File: config.mk
export PLATFORM = sky130hd
export DESIGN_NAME = nasti_write_arbiter_flat
export DESIGN_NICKNAME = d
export VERILOG_FILES = /design/src/rtl/nasti_write_arbiter_if.sv /design/src/rtl/nasti_write_arbiter.sv /design/src/flat_wrapper.sv
export SDC_FILE = /design/constraint.sdc
export NUM_CORES = 1
export LEC_CHECK = 0
export ABC_AREA = 1
export CAP_MARGIN = 20
export CORE_ASPECT_RATIO = 0.9
export CORE_MARGIN = 3
export CORE_UTILIZATION = 52
export DETAILED_ROUTE_END_ITERATION = 12
export PLACE_DENSITY = 0.95
export SYNTH_ARGS = -nofsm -noshare
export SYNTH_HDL_FRONTEND = slang
export SYNTH_SLANG_ARGS = --single-unit
File: constraint.sdc
create_clock -name clk -period 7.5 [get_ports clk]
set_input_delay 1.5 -clock clk [delete_from_list [all_inputs] [get_ports clk]]
set_output_delay 1.5 -clock clk [all_outputs]
set_load 0.05 [all_outputs]
File: src/rtl/nasti_write_arbiter_if.sv
// nasti_write_arbiter_if: requester-side and slave-side write handshakes plus route selects for the arbiter.
interface nasti_write_arbiter_if #(
  parameter int NREQ      = 4,
  parameter int SEL_WIDTH = 2
);
  logic [NREQ-1:0]      req_aw_valid, req_aw_ready;
  logic [NREQ-1:0]      req_w_valid, req_w_last, req_w_ready;
  logic [NREQ-1:0]      req_b_valid, req_b_ready;
  logic                 m_aw_valid, m_aw_ready;
  logic                 m_w_valid, m_w_last, m_w_ready;
  logic                 m_b_valid, m_b_ready;
  logic [SEL_WIDTH-1:0] aw_sel, b_sel;
  logic                 busy, wdog_err;
  modport master (
    input  req_aw_valid, req_w_valid, req_w_last, req_b_ready, m_aw_ready, m_w_ready, m_b_valid,
    output req_aw_ready, req_w_ready, req_b_valid, m_aw_valid, m_w_valid, m_w_last, m_b_ready,
    output aw_sel, b_sel, busy, wdog_err
  );
  modport slave (
    output req_aw_valid, req_w_valid, req_w_last, req_b_ready, m_aw_ready, m_w_ready, m_b_valid,
    input  req_aw_ready, req_w_ready, req_b_valid, m_aw_valid, m_w_valid, m_w_last, m_b_ready,
    input  aw_sel, b_sel, busy, wdog_err
  );
endinterface

File: src/rtl/nasti_write_arbiter.sv
// nasti_write_arbiter: round-robin AW/W arbiter with an in-order B-route FIFO.
// Define NASTI_WRITE_ARBITER_WDOG_EN to enable the sticky W-stall watchdog (wdog_err).
module nasti_write_arbiter #(
  parameter int NREQ        = 4,
  parameter int SEL_WIDTH   = 2,
  parameter int DEPTH       = 4,
  parameter int WDOG_CYCLES = 256
) (
  input logic clk,
  input logic rst,
  nasti_write_arbiter_if.master bus
);
  localparam int AW = $clog2(DEPTH);
  typedef enum logic [1:0] {IDLE, ADDR, DATA} state_t;
  state_t               state;
  logic [SEL_WIDTH-1:0] sel, last, win, head;
  logic [SEL_WIDTH-1:0] fifo [DEPTH];
  logic [AW-1:0]        wr_ptr, rd_ptr;
  logic [AW:0]          count;
  logic [NREQ-1:0]      sel_oh, head_oh;
  logic                 found, in_addr, in_data, ne, full, aw_hs, w_hs, b_hs;
  always_comb begin
    win = '0;
    found = 1'b0;
    for (int i = 1; i <= NREQ; i++)
      if (!found && |(bus.req_aw_valid & (NREQ'(1) << ((int'(last) + i) % NREQ)))) begin
        win = SEL_WIDTH'((int'(last) + i) % NREQ);
        found = 1'b1;
      end
  end
  // all outputs are gated by rst so a reset cycle can never complete a handshake
  assign sel_oh           = NREQ'(1) << sel;
  assign head             = fifo[rd_ptr];
  assign head_oh          = NREQ'(1) << head;
  assign in_addr          = !rst && state == ADDR;
  assign in_data          = !rst && state == DATA;
  assign ne               = !rst && count != '0;
  assign full             = count == (AW+1)'(DEPTH);
  assign bus.m_aw_valid   = in_addr && |(bus.req_aw_valid & sel_oh);
  assign bus.req_aw_ready = in_addr && bus.m_aw_ready ? sel_oh : '0;
  assign bus.m_w_valid    = in_data && |(bus.req_w_valid & sel_oh);
  assign bus.m_w_last     = in_data && |(bus.req_w_last & sel_oh);
  assign bus.req_w_ready  = in_data && bus.m_w_ready ? sel_oh : '0;
  assign bus.b_sel        = ne ? head : '0;
  assign bus.req_b_valid  = ne && bus.m_b_valid ? head_oh : '0;
  assign bus.m_b_ready    = ne && |(bus.req_b_ready & head_oh);
  assign bus.aw_sel       = rst ? '0 : sel;
  assign bus.busy         = !rst && (state != IDLE || count != '0);
  assign aw_hs            = bus.m_aw_valid && bus.m_aw_ready;
  assign w_hs             = bus.m_w_valid && bus.m_w_ready;
  assign b_hs             = ne && bus.m_b_valid && bus.m_b_ready;
  always_ff @(posedge clk)
    if (rst) begin
      state  <= IDLE;
      sel    <= '0;
      last   <= SEL_WIDTH'(NREQ - 1);
      wr_ptr <= '0;
      rd_ptr <= '0;
      count  <= '0;
    end else begin
      case (state)
        IDLE: if (found && !full) begin
          sel   <= win;
          state <= ADDR;
        end
        ADDR: if (aw_hs) state <= DATA;
        DATA: if (w_hs && bus.m_w_last) begin
          state <= IDLE;
          last  <= sel;
        end
        default: state <= IDLE;
      endcase
      if (aw_hs) wr_ptr <= wr_ptr + 1'b1;
      if (b_hs) rd_ptr <= rd_ptr + 1'b1;
      count <= count + (AW+1)'(aw_hs) - (AW+1)'(b_hs);
    end
  always_ff @(posedge clk)
    if (aw_hs) fifo[wr_ptr] <= sel;
`ifdef NASTI_WRITE_ARBITER_WDOG_EN
  localparam int CW = $clog2(WDOG_CYCLES + 1);
  logic [CW-1:0] wdog_cnt;
  logic          wdog_q, stall;
  assign stall        = in_data && !w_hs;
  assign bus.wdog_err = !rst && wdog_q;
  always_ff @(posedge clk)
    if (rst) begin
      wdog_cnt <= '0;
      wdog_q   <= 1'b0;
    end else begin
      wdog_cnt <= !stall ? '0 : wdog_cnt == CW'(WDOG_CYCLES) ? wdog_cnt : wdog_cnt + 1'b1;
      if (stall && wdog_cnt == CW'(WDOG_CYCLES - 1)) wdog_q <= 1'b1;
    end
`else
  assign bus.wdog_err = 1'b0;
`endif
endmodule

File: src/flat_wrapper.sv
// flat-port wrapper written by rule: the top's interface ports become plain ports
module nasti_write_arbiter_flat 
#(
  parameter int NREQ        = 4,
  parameter int SEL_WIDTH   = 2,
  parameter int DEPTH       = 4,
  parameter int WDOG_CYCLES = 256
)
  (clk, rst, bus_req_aw_valid, bus_req_w_valid, bus_req_w_last, bus_req_b_ready, bus_m_aw_ready, bus_m_w_ready, bus_m_b_valid, bus_req_aw_ready, bus_req_w_ready, bus_req_b_valid, bus_m_aw_valid, bus_m_w_valid, bus_m_w_last, bus_m_b_ready, bus_aw_sel, bus_b_sel, bus_busy, bus_wdog_err);
  nasti_write_arbiter_if #(.NREQ(NREQ), .SEL_WIDTH(SEL_WIDTH)) bus_i ();
  input logic clk;
  input logic rst;
  input wire logic [$bits(bus_i.req_aw_valid)-1:0] bus_req_aw_valid;
  input wire logic [$bits(bus_i.req_w_valid)-1:0] bus_req_w_valid;
  input wire logic [$bits(bus_i.req_w_last)-1:0] bus_req_w_last;
  input wire logic [$bits(bus_i.req_b_ready)-1:0] bus_req_b_ready;
  input wire logic [$bits(bus_i.m_aw_ready)-1:0] bus_m_aw_ready;
  input wire logic [$bits(bus_i.m_w_ready)-1:0] bus_m_w_ready;
  input wire logic [$bits(bus_i.m_b_valid)-1:0] bus_m_b_valid;
  output wire logic [$bits(bus_i.req_aw_ready)-1:0] bus_req_aw_ready;
  output wire logic [$bits(bus_i.req_w_ready)-1:0] bus_req_w_ready;
  output wire logic [$bits(bus_i.req_b_valid)-1:0] bus_req_b_valid;
  output wire logic [$bits(bus_i.m_aw_valid)-1:0] bus_m_aw_valid;
  output wire logic [$bits(bus_i.m_w_valid)-1:0] bus_m_w_valid;
  output wire logic [$bits(bus_i.m_w_last)-1:0] bus_m_w_last;
  output wire logic [$bits(bus_i.m_b_ready)-1:0] bus_m_b_ready;
  output wire logic [$bits(bus_i.aw_sel)-1:0] bus_aw_sel;
  output wire logic [$bits(bus_i.b_sel)-1:0] bus_b_sel;
  output wire logic [$bits(bus_i.busy)-1:0] bus_busy;
  output wire logic [$bits(bus_i.wdog_err)-1:0] bus_wdog_err;
  assign bus_i.req_aw_valid = bus_req_aw_valid;
  assign bus_i.req_w_valid = bus_req_w_valid;
  assign bus_i.req_w_last = bus_req_w_last;
  assign bus_i.req_b_ready = bus_req_b_ready;
  assign bus_i.m_aw_ready = bus_m_aw_ready;
  assign bus_i.m_w_ready = bus_m_w_ready;
  assign bus_i.m_b_valid = bus_m_b_valid;
  assign bus_req_aw_ready = bus_i.req_aw_ready;
  assign bus_req_w_ready = bus_i.req_w_ready;
  assign bus_req_b_valid = bus_i.req_b_valid;
  assign bus_m_aw_valid = bus_i.m_aw_valid;
  assign bus_m_w_valid = bus_i.m_w_valid;
  assign bus_m_w_last = bus_i.m_w_last;
  assign bus_m_b_ready = bus_i.m_b_ready;
  assign bus_aw_sel = bus_i.aw_sel;
  assign bus_b_sel = bus_i.b_sel;
  assign bus_busy = bus_i.busy;
  assign bus_wdog_err = bus_i.wdog_err;
  nasti_write_arbiter #(.NREQ(NREQ), .SEL_WIDTH(SEL_WIDTH), .DEPTH(DEPTH), .WDOG_CYCLES(WDOG_CYCLES)) u_core (.clk(clk), .rst(rst), .bus(bus_i));
endmodule
==> flow_summary.toml, run 1 <==
[yosys]
synthFlopType = "dfxtp_1"
postSynthCellCount = 236
synth_seq_cells = 23
synth-edff-count = 8
yosysSeqAreaShare_pct = 33.0
synthAdderAreaFrac_pct = 8.85
yosys.area_share.simple_pct = 38.5
synth_area_per_cell_um2 = 6.95
synth_top_area_share_pct = 18.3
synth_nets = 268
synth_mux_area_share_pct = 0
synth_area_leaders = "dfxtp_1 (18%), edfxtp_1 (15%), nand2_1 (11%), nor2_1 (8.2%), ha_1 (7.6%)"
synthArstFlopShare_pct = 0
synth_compound_area_share_pct = 8.55
synth_top_area_cell = "dfxtp_1"
syn-cell-area_um2 = 1640
yosys.area_share.xor_xnor_pct = 1.07
synth_cell_types = 31
ys_warn_count = 0
synth_top_family_by_area = "simple AND/OR/NAND/NOR gates"

[timing]
finalCriticalPeriod_ns = 5.16
max_freq_ghz = 0.194
rsz0062_at_grt = "no"
worstMarginPinSlew_ns = 0.530
finalSetupViolCount = 0
post-route-period-util_pct = 68.8
slew_violations = 0
finalSetupTns_ns = 0
relSlewSlack_pct = 64.5
skew_ns = 0.00740
final-hold-violation-count = 0

[clock_network]
root_buffer = "clkbuf_4"
clock_sinks = 23
htree_num_levels = 1
cts_setup_buffers = 0
clock_latency_ns = 0.31
cts_tree = "done"
ctsHoldBuffers = 0
clockBufferDepth = 2
numCtsBuffers = 3
clk_pin_slew_ns = 0.12
cts_resized = 0

[hold_path]
min_from = "u_core.rd_ptr[1]"
min_path_cells = 2
min_path_type = "register to register"

[place]
globalplace.congestion = 0.862
numPortBuffers = 41
hpwl_mm = 3.32
placed_area_um2 = 2070

[outcome]
outcome = "finished clean"

[power_and_ir_drop]
internal_power_uw = 198
swShare_pct = 37.3
power.share.clock_pct = 17.7
ir_drop_mv = 0.131
pwr-share-comb_pct = 34.9
p_per_area_nw_per_um2 = 150
p_sw_uw = 118
leakage_uw = 0.000911
seqPwrFrac_pct = 47.4

[routing]
drc = 0
drt_iter0_markers = 38
drt_pass1_iterations = 4
avgViaCountPerCell = 5.16
drt-wirelength-per-cell_um = 12.8
wl_mm = 4.07
route.vias.total = 1637
ant_nets = 0

[global_route]
gr-usage-all-layers_pct = 22.3
grtUsageMet1_pct = 26.5
busiest_layer = "met2"
grt_pass1_vias = 1553
grt_max_degree = 14
antenna_found_initial = 0
use_met3_pct = 4.93
met2_usage_pct = 40.3
grt_overflow = 0
grt_pass1_wl_mm = 6.80

[setup_path]
path_cells = "clkdlybuf4s50_1, nor3_1, nand2_1, nor2_1, clkdlybuf4s50_1"
worstSetupPathType = "input pin to output port"
critPathMaxFanout = 12
worst_ep_required_time_ns = 6.00
rr_endpoint = "u_core.count[2]"
cp-start-kind = "input pin"
worst-r2r-cell-count = 16
path_buf_inv = 2
cp.arrival_ns = 3.66
slowest_delay_ns = 0.85
critPathMostFrequentCell = "clkdlybuf4s50_1"
worst-r2r-setup-slack_ns = 4.82
end_kind = "output port"
cp_top_family = "buffers and inverters"
crit_slowest_cell = "clkdlybuf4s50_1"

[floorplanning]
die_x_um = 65.2
io_pins = 43
core_area_um2 = 2880
start_util_pct = 56.9
dieArea_um2 = 3860
die_y_um = 59.3
row_count = 18

[layout]
final_area_um2 = 2100
num_antenna_cells = 0
nets = 310
regArea_um2 = 541
fillers = 252
multiInputGateArea_um2 = 938
synthToLayoutAreaGrowth_pct = 28.2
drive_gt1_share_pct = 9.75

[run]
cap_violations = 0
## registers in the layout (all words and copies together), names as in the netlist, named ones only
signal	flops
u_core.rd_ptr	2
u_core.sel	2
u_core.state	2
u_core.last	2
u_core.fifo	8
u_core.count	3
u_core.wr_ptr	2
## final cells by class
type                    instances  area share (%)
inverters                      36            6.43
multi-input cells             173            44.7
flip-flops and latches         23            25.7
well taps                      40            2.38
clock buffers                   4            1.25
repair buffers                 41            19.5
## synthesized netlist by cell type, types with 4 or more instances
cell and instances:
nand2_2 8, nor3_1 7, nand3_2 4, nand2_1 50
inv_1 31, a21oi_1 5, nand3_1 18, inv_2 5
edfxtp_1 8, dfxtp_1 15, nor2_1 36, ha_1 10
o21ai_0 11
## power by group through the flow
stage,clock (uW),sequential (uW),combinational (uW)
2_1_floorplan,0,146,78.5
3_3_place_gp,0,151,106
3_5_place_dp,0,152,109
4_1_cts,55.8,149,110
5_1_grt,61.6,150,121
6_report,55.9,149,110
## worst reg2reg max path, delay by kind of cell (launching register included)
kind,cells,cell delay (ns)
and+or+nand+nor,7,0.68
DFF,1,0.47
AOI/OAI and AO/OA,2,0.23
adders and majority gates,3,0.78
xor gates and xnor gates,1,0.16
buffers and inverters,3,0.23
## through the flow
step           std cells  worst slack (ns)  utilization (%)  hold slack, ns  total power, uW
2_1_floorplan        236              2.79                -           0.455              224
3_3_place_gp         313              2.46             72.0           0.486              257
3_5_place_dp         313              2.36             72.0           0.510              261
4_1_cts              317              2.35             72.9           0.534              314
5_1_grt              317              2.19             72.9           0.563              332
6_report             317              2.34             72.9           0.527              315
## how the worst max path moves through the flow
stage | from | cells past startpoint | end | slack, ns
after detailed placement | rst | 5 | bus_req_aw_ready[0] | 2.36
after CTS | rst | 5 | bus_req_aw_ready[0] | 2.35
after global placement | rst | 5 | bus_req_b_valid[2] | 2.46
after global routing | rst | 5 | bus_req_b_valid[0] | 2.19
final | rst | 5 | bus_req_aw_ready[0] | 2.34
after floorplan | bus_req_aw_valid[3] | 4 | bus_m_aw_valid | 2.79
## cells by family (layout without fill, tap and decap cells)
family / after synthesis / count (layout)
AND/OR/NAND/NOR: 134 / 134
buffers and inverters: 40 / 81
AO/OA/AOI/OAI: 25 / 25
flip-flops: 23 / 23
adder cells (fa/ha/maj): 11 / 11
XOR/XNOR: 2 / 2
other: 1 / 1
## placed cells by master, fill, tap and decap left out
cell type / netlist / final
o211ai_1: 2 / 2
nor3b_1: 1 / 1
conb_1: 1 / 1
nor3_2: 1 / 1
nand2_4: 2 / 2
nand3_1: 18 / 18
a22o_1: 1 / 1
clkbuf_4: 0 / 3
edfxtp_1: 8 / 8
nand2_1: 50 / 50
ha_1: 10 / 10
nor4_1: 1 / 1
nor2_1: 36 / 36
o21ai_0: 11 / 11
nor2_2: 2 / 2
a21oi_1: 5 / 5
xor2_1: 2 / 2
inv_1: 31 / 31
o22ai_1: 2 / 2
fa_1: 1 / 1
clkdlybuf4s50_1: 0 / 41
a211oi_1: 1 / 1
dfxtp_1: 15 / 15
o21ai_1: 2 / 2
nor3_1: 7 / 7
clkbuf_1: 0 / 1
nor2_4: 2 / 2
nand2_2: 8 / 8
a31oi_1: 1 / 1
inv_2: 5 / 5
nand3_2: 4 / 4
nand4_1: 2 / 2
## per-layer routing
layer	share of wire [%]	up-vias	wire [um]
met5	0	-	0
met1	44	734	1770
met2	47	51	1930
met4	2.4	0	97
met3	6.5	10	266
li1	-	842	-
No activity file was read; power rests on OpenSTA's default activity.
==> run 2: changes to the inputs <==
CORE_UTILIZATION = 49   (was 52)
PLACE_DENSITY = 0.92   (was 0.95)
clock period = 5.12 ns   (was 7.5 ns; I/O delays follow)
==> run 2 against run 1 <==
Effect of this change: power is 55% higher; sequential power is 47% higher; cell area is 1.1% higher; global-route usage is 3.1 points lower; final cell count is 0.63% higher; worst hold slack worse by 0.017 ns; register-to-register slack worse by 2.3 ns; utilization is 5.2 points lower; combinational power is 45% higher; critical path type unchanged; highest routed layer unchanged.
==> flow_summary.toml, run 2 (synthesis results as in run 1) <==
[outcome]
outcome = "finished clean"

[clock_network]
cts_tree = "done"
cts_setup_buffers = 0
htree_num_levels = 1
clk_pin_slew_ns = 0.08
clockBufferDepth = 2
root_buffer = "clkbuf_8"
numCtsBuffers = 3
cts_resized = 0
clock_latency_ns = 0.26
clock_sinks = 23
ctsHoldBuffers = 0

[global_route]
grt_pass1_wl_mm = 5.98
grt_pass1_vias = 1483
antenna_found_initial = 0
grt_overflow = 0
gr-usage-all-layers_pct = 19.2
grt_max_degree = 14

[layout]
drive_gt1_share_pct = 10.1
synthToLayoutAreaGrowth_pct = 29.5
top_register = "u_core.fifo"
reg_top3 = "u_core.fifo (8), u_core.count (3)"
largest_reg_flops = 8
nets = 310
num_antenna_cells = 0
final_cell_mix = "nand2_1 (50), clkdlybuf4s50_1 (41), nor2_1 (36)"
fillers = 270
stdcell_count = 319
final_common_cell = "nand2_1"

[setup_path]
path_cells = "clkdlybuf4s50_1, nor2_1, nand2_1, nor3_1, clkdlybuf4s50_1"
cp_top_family = "buffers and inverters"
worstSetupPathType = "input pin to output port"
cp-start-kind = "input pin"
path_buf_inv = 2
worst-r2r-setup-slack_ns = 2.51
cp.arrival_ns = 3.18
crit_slowest_cell = "clkdlybuf4s50_1"
end_kind = "output port"
critPathMaxFanout = 12
critPathMostFrequentCell = "clkdlybuf4s50_1"
worst_ep_required_time_ns = 4.10
slowest_delay_ns = 0.84

[floorplanning]
io_pins = 43
core_area_um2 = 3140
dieArea_um2 = 4080
die_y_um = 60.9
row_count = 19
start_util_pct = 52.2
die_x_um = 67.0

[power_and_ir_drop]
ir_drop_mv = 0.131
totalPowerFinal_uw = 489
leakage_uw = 0.000922
p_per_area_nw_per_um2 = 230

[timing]
worstMarginPinSlew_ns = 0.512
slew_violations = 0
max_freq_ghz = 0.238
post-route-period-util_pct = 82.0
final-hold-violation-count = 0
hold_slack_ns = 0.510
relSlewSlack_pct = 65.8
finalSetupViolCount = 0
finalSetupTns_ns = 0
skew_ns = 0.00149
finalCriticalPeriod_ns = 4.20
rsz0062_at_grt = "no"

[place]
dp.cells = 315
globalplace.congestion = 0.851
numPortBuffers = 41
hpwl_mm = 3.13

[routing]
wl_mm = 3.79
drc = 0
route.vias.total = 1629
drt_iter0_markers = 30
ant_nets = 0
drt-wirelength-per-cell_um = 11.9
drt_pass1_iterations = 6
avgViaCountPerCell = 5.11

[hold_path]
min_path_type = "register to register"

[run]
cap_violations = 0
[run 2: stage by stage]
step	util [%]	instance area, um^2	setup slack (ns)
final	67.7	2120	0.920
after global routing	67.7	2120	0.773
after CTS	67.7	2120	0.919
after detailed placement	66.2	2080	0.977
after global placement	66.2	2080	1.02
after floorplan	-	1640	1.36
[run 2: worst min-delay path, stage by stage (launching register included)]
cell and delay, ns:
dfxtp_1 0.33, nand2_1 0.06, a21oi_1 0.07
[run 2: routing by layer]
layer  track usage, %  part of all wire [%]  vias to the layer above
li1                 -                     -                      839
met1             19.9                    39                      730
met2             39.1                    52                       58
met3             3.89                   7.5                        2
met4             5.20                  0.77                        0
met5                0                     0                        -
[run 2: path summary, 6_finish.rpt]
path                                        from            endpoint  depth (start not counted)
worst min-delay path            u_core.rd_ptr[1]    u_core.rd_ptr[1]                          2
worst max register to register          register     u_core.count[2]                         17
worst min register to register  u_core.rd_ptr[1]    u_core.rd_ptr[1]                          2
worst max-delay path                         rst  bus_req_b_valid[1]                          5
[run 2: area by class of cell]
| type | instances | area, um^2 | share of cell area [%] |
|---|---|---|---|
| Sequential cell | 23 | 541 | 25.5 |
| Clock buffer | 3 | 41.3 | 1.94 |
| Inverter | 36 | 135 | 6.36 |
| Multi-Input combinational cell | 173 | 938 | 44.2 |
| Timing Repair Buffer | 41 | 410 | 19.3 |
| Clock inverter | 1 | 5.00 | 0.236 |
| Tap cell | 42 | 52.6 | 2.47 |
[run 2: report_power, final]
part | switching [uW] | internal (uW)
sequential | 17.1 | 201
clock | 57.2 | 54.3
combinational | 101 | 57.9
==> run 3: changes to the inputs <==
CORE_UTILIZATION = 44   (was 49)
PLACE_DENSITY = 0.88   (was 0.92)
clock period = 3.7 ns   (was 5.12 ns; I/O delays follow)
==> run 3 against run 2 <==
Effect of this change: sequential power grew 38%; first-iteration DRC count increased by 27%; die area increased by 10%; register-to-register slack got worse by 1.4 ns; power is 36% higher; sequential share of layout area is 0.37 points higher; critical path depth unchanged; routed wire length shrank 7.7%; clock power grew 32%; via count shrank 3.7%; sequential cell count did not move.
==> flow_summary.toml, run 3 (synthesis results as in run 1) <==
[timing]
rsz0062_at_grt = "no"
finalSetupTns_ns = 0
slew_violations = 0
final-hold-violation-count = 0
relSlewSlack_pct = 65.8
post-route-period-util_pct = 87.4
max_freq_ghz = 0.309
finalSetupViolCount = 0
hold_slack_ns = 0.504
skew_ns = 0.00772
finalCriticalPeriod_ns = 3.23
worstMarginPinSlew_ns = 0.511

[setup_path]
critPathMaxFanout = 5
worst-r2r-setup-slack_ns = 1.08
cp-start-kind = "input pin"
worst_ep_required_time_ns = 2.96
cp.arrival_ns = 2.49
end_kind = "output port"
worstSetupPathType = "input pin to output port"
crit_slowest_cell = "clkdlybuf4s50_1"
path_cells = "clkdlybuf4s50_1, nor2_1, inv_1, nor2_1, clkdlybuf4s50_1"
slowest_delay_ns = 0.80

[global_route]
grt_overflow = 0
antenna_found_initial = 0
grt_pass1_wl_mm = 6.05
grt_pass1_vias = 1489
grt_max_degree = 14
gr-usage-all-layers_pct = 16.2

[power_and_ir_drop]
ir_drop_mv = 0.232
swShare_pct = 35.1
leakage_uw = 0.000959
seqPwrFrac_pct = 45.3
totalPowerFinal_uw = 666
pwr-share-comb_pct = 32.4
p_sw_uw = 234
internal_power_uw = 432
p_per_area_nw_per_um2 = 318
power.share.clock_pct = 22.3

[routing]
wl_mm = 3.50
drt-wirelength-per-cell_um = 10.9
drt_pass1_iterations = 4
drt_iter0_markers = 38
drc = 0
route.vias.total = 1568
avgViaCountPerCell = 4.87
ant_nets = 0

[layout]
drive_gt1_share_pct = 16.2
nets = 311
largest_reg_flops = 8
num_antenna_cells = 0
final_area_um2 = 2090
fillers = 317
synthToLayoutAreaGrowth_pct = 27.7
reg_top3 = "u_core.fifo (8), u_core.count (3)"
final_common_cell = "nand2_1"
final_cell_mix = "nand2_1 (50), nor2_1 (36), inv_1 (31)"
top_register = "u_core.fifo"

[clock_network]
clock_latency_ns = 0.26
cts_resized = 0
cts_setup_buffers = 0
clock_sinks = 23
clockBufferDepth = 2
root_buffer = "clkbuf_8"
ctsHoldBuffers = 0
htree_num_levels = 1
numCtsBuffers = 3
cts_tree = "done"
clk_pin_slew_ns = 0.07

[run]
cap_violations = 0

[place]
numPortBuffers = 41
placed_area_um2 = 2050
hpwl_mm = 2.93
globalplace.congestion = 0.854

[floorplanning]
core_area_um2 = 3480
io_pins = 43
die_x_um = 70.3
row_count = 20
die_y_um = 63.9
start_util_pct = 47.1
dieArea_um2 = 4490

[hold_path]
min_path_type = "register to register"

[outcome]
outcome = "finished clean"
==> run 3: layout make-up <==
cell class              instances  area (um^2)  area share, %
clock buffers                   3         41.3           1.97
clock inverters                 1         5.00          0.239
inverters                      36          135           6.46
multi-input cells             173          938           44.8
flip-flops and latches         23          541           25.8
well taps                      44         55.1           2.63
repair buffers                 42          378           18.1
==> run 3: power by group through the flow <==
stage               clock network (uW)  registers [uW]  logic (uW)
floorplan                            0             296         159
global placement                     0             307         213
detailed placement                   0             308         216
CTS                                151             302         217
global route                       162             305         241
finish                             148             302         216
==> run 3: metal layers <==
layer / vias up / GRT usage (%) / wire (um) / share of wire (%)
met5: - / 0 / 0 / 0
met4: 0 / 4.78 / 33 / 0.94
met3: 5 / 3.77 / 284 / 8.1
met2: 58 / 30.0 / 1680 / 48
met1: 666 / 18.3 / 1490 / 43
li1: 839 / - / - / -
==> run 3: worst max-delay path, delay by kind of cell <==
| family | cells | cell delay, ns |
|---|---|---|
| AND/OR/NAND/NOR | 2 | 0.33 |
| buffers and inverters | 3 | 1.42 |
==> run 3: worst paths after layout <==
path / startpoint / to / cells past startpoint
worst min-delay path: u_core.rd_ptr[1] / u_core.rd_ptr[1] / 2
worst max-delay path: rst / bus_b_sel[0] / 5
worst min register to register: u_core.rd_ptr[1] / u_core.rd_ptr[1] / 2
worst max register to register: register / u_core.count[2] / 16
==> run 3: through the flow <==
stage | instances | setup WS [ns] | utilization (%)
finish | 322 | 0.467 | 60.2
global route | 322 | 0.375 | 60.2
CTS | 322 | 0.470 | 60.2
detailed placement | 318 | 0.438 | 58.8
global placement | 318 | 0.522 | 58.8
floorplan | 236 | 0.508 | -
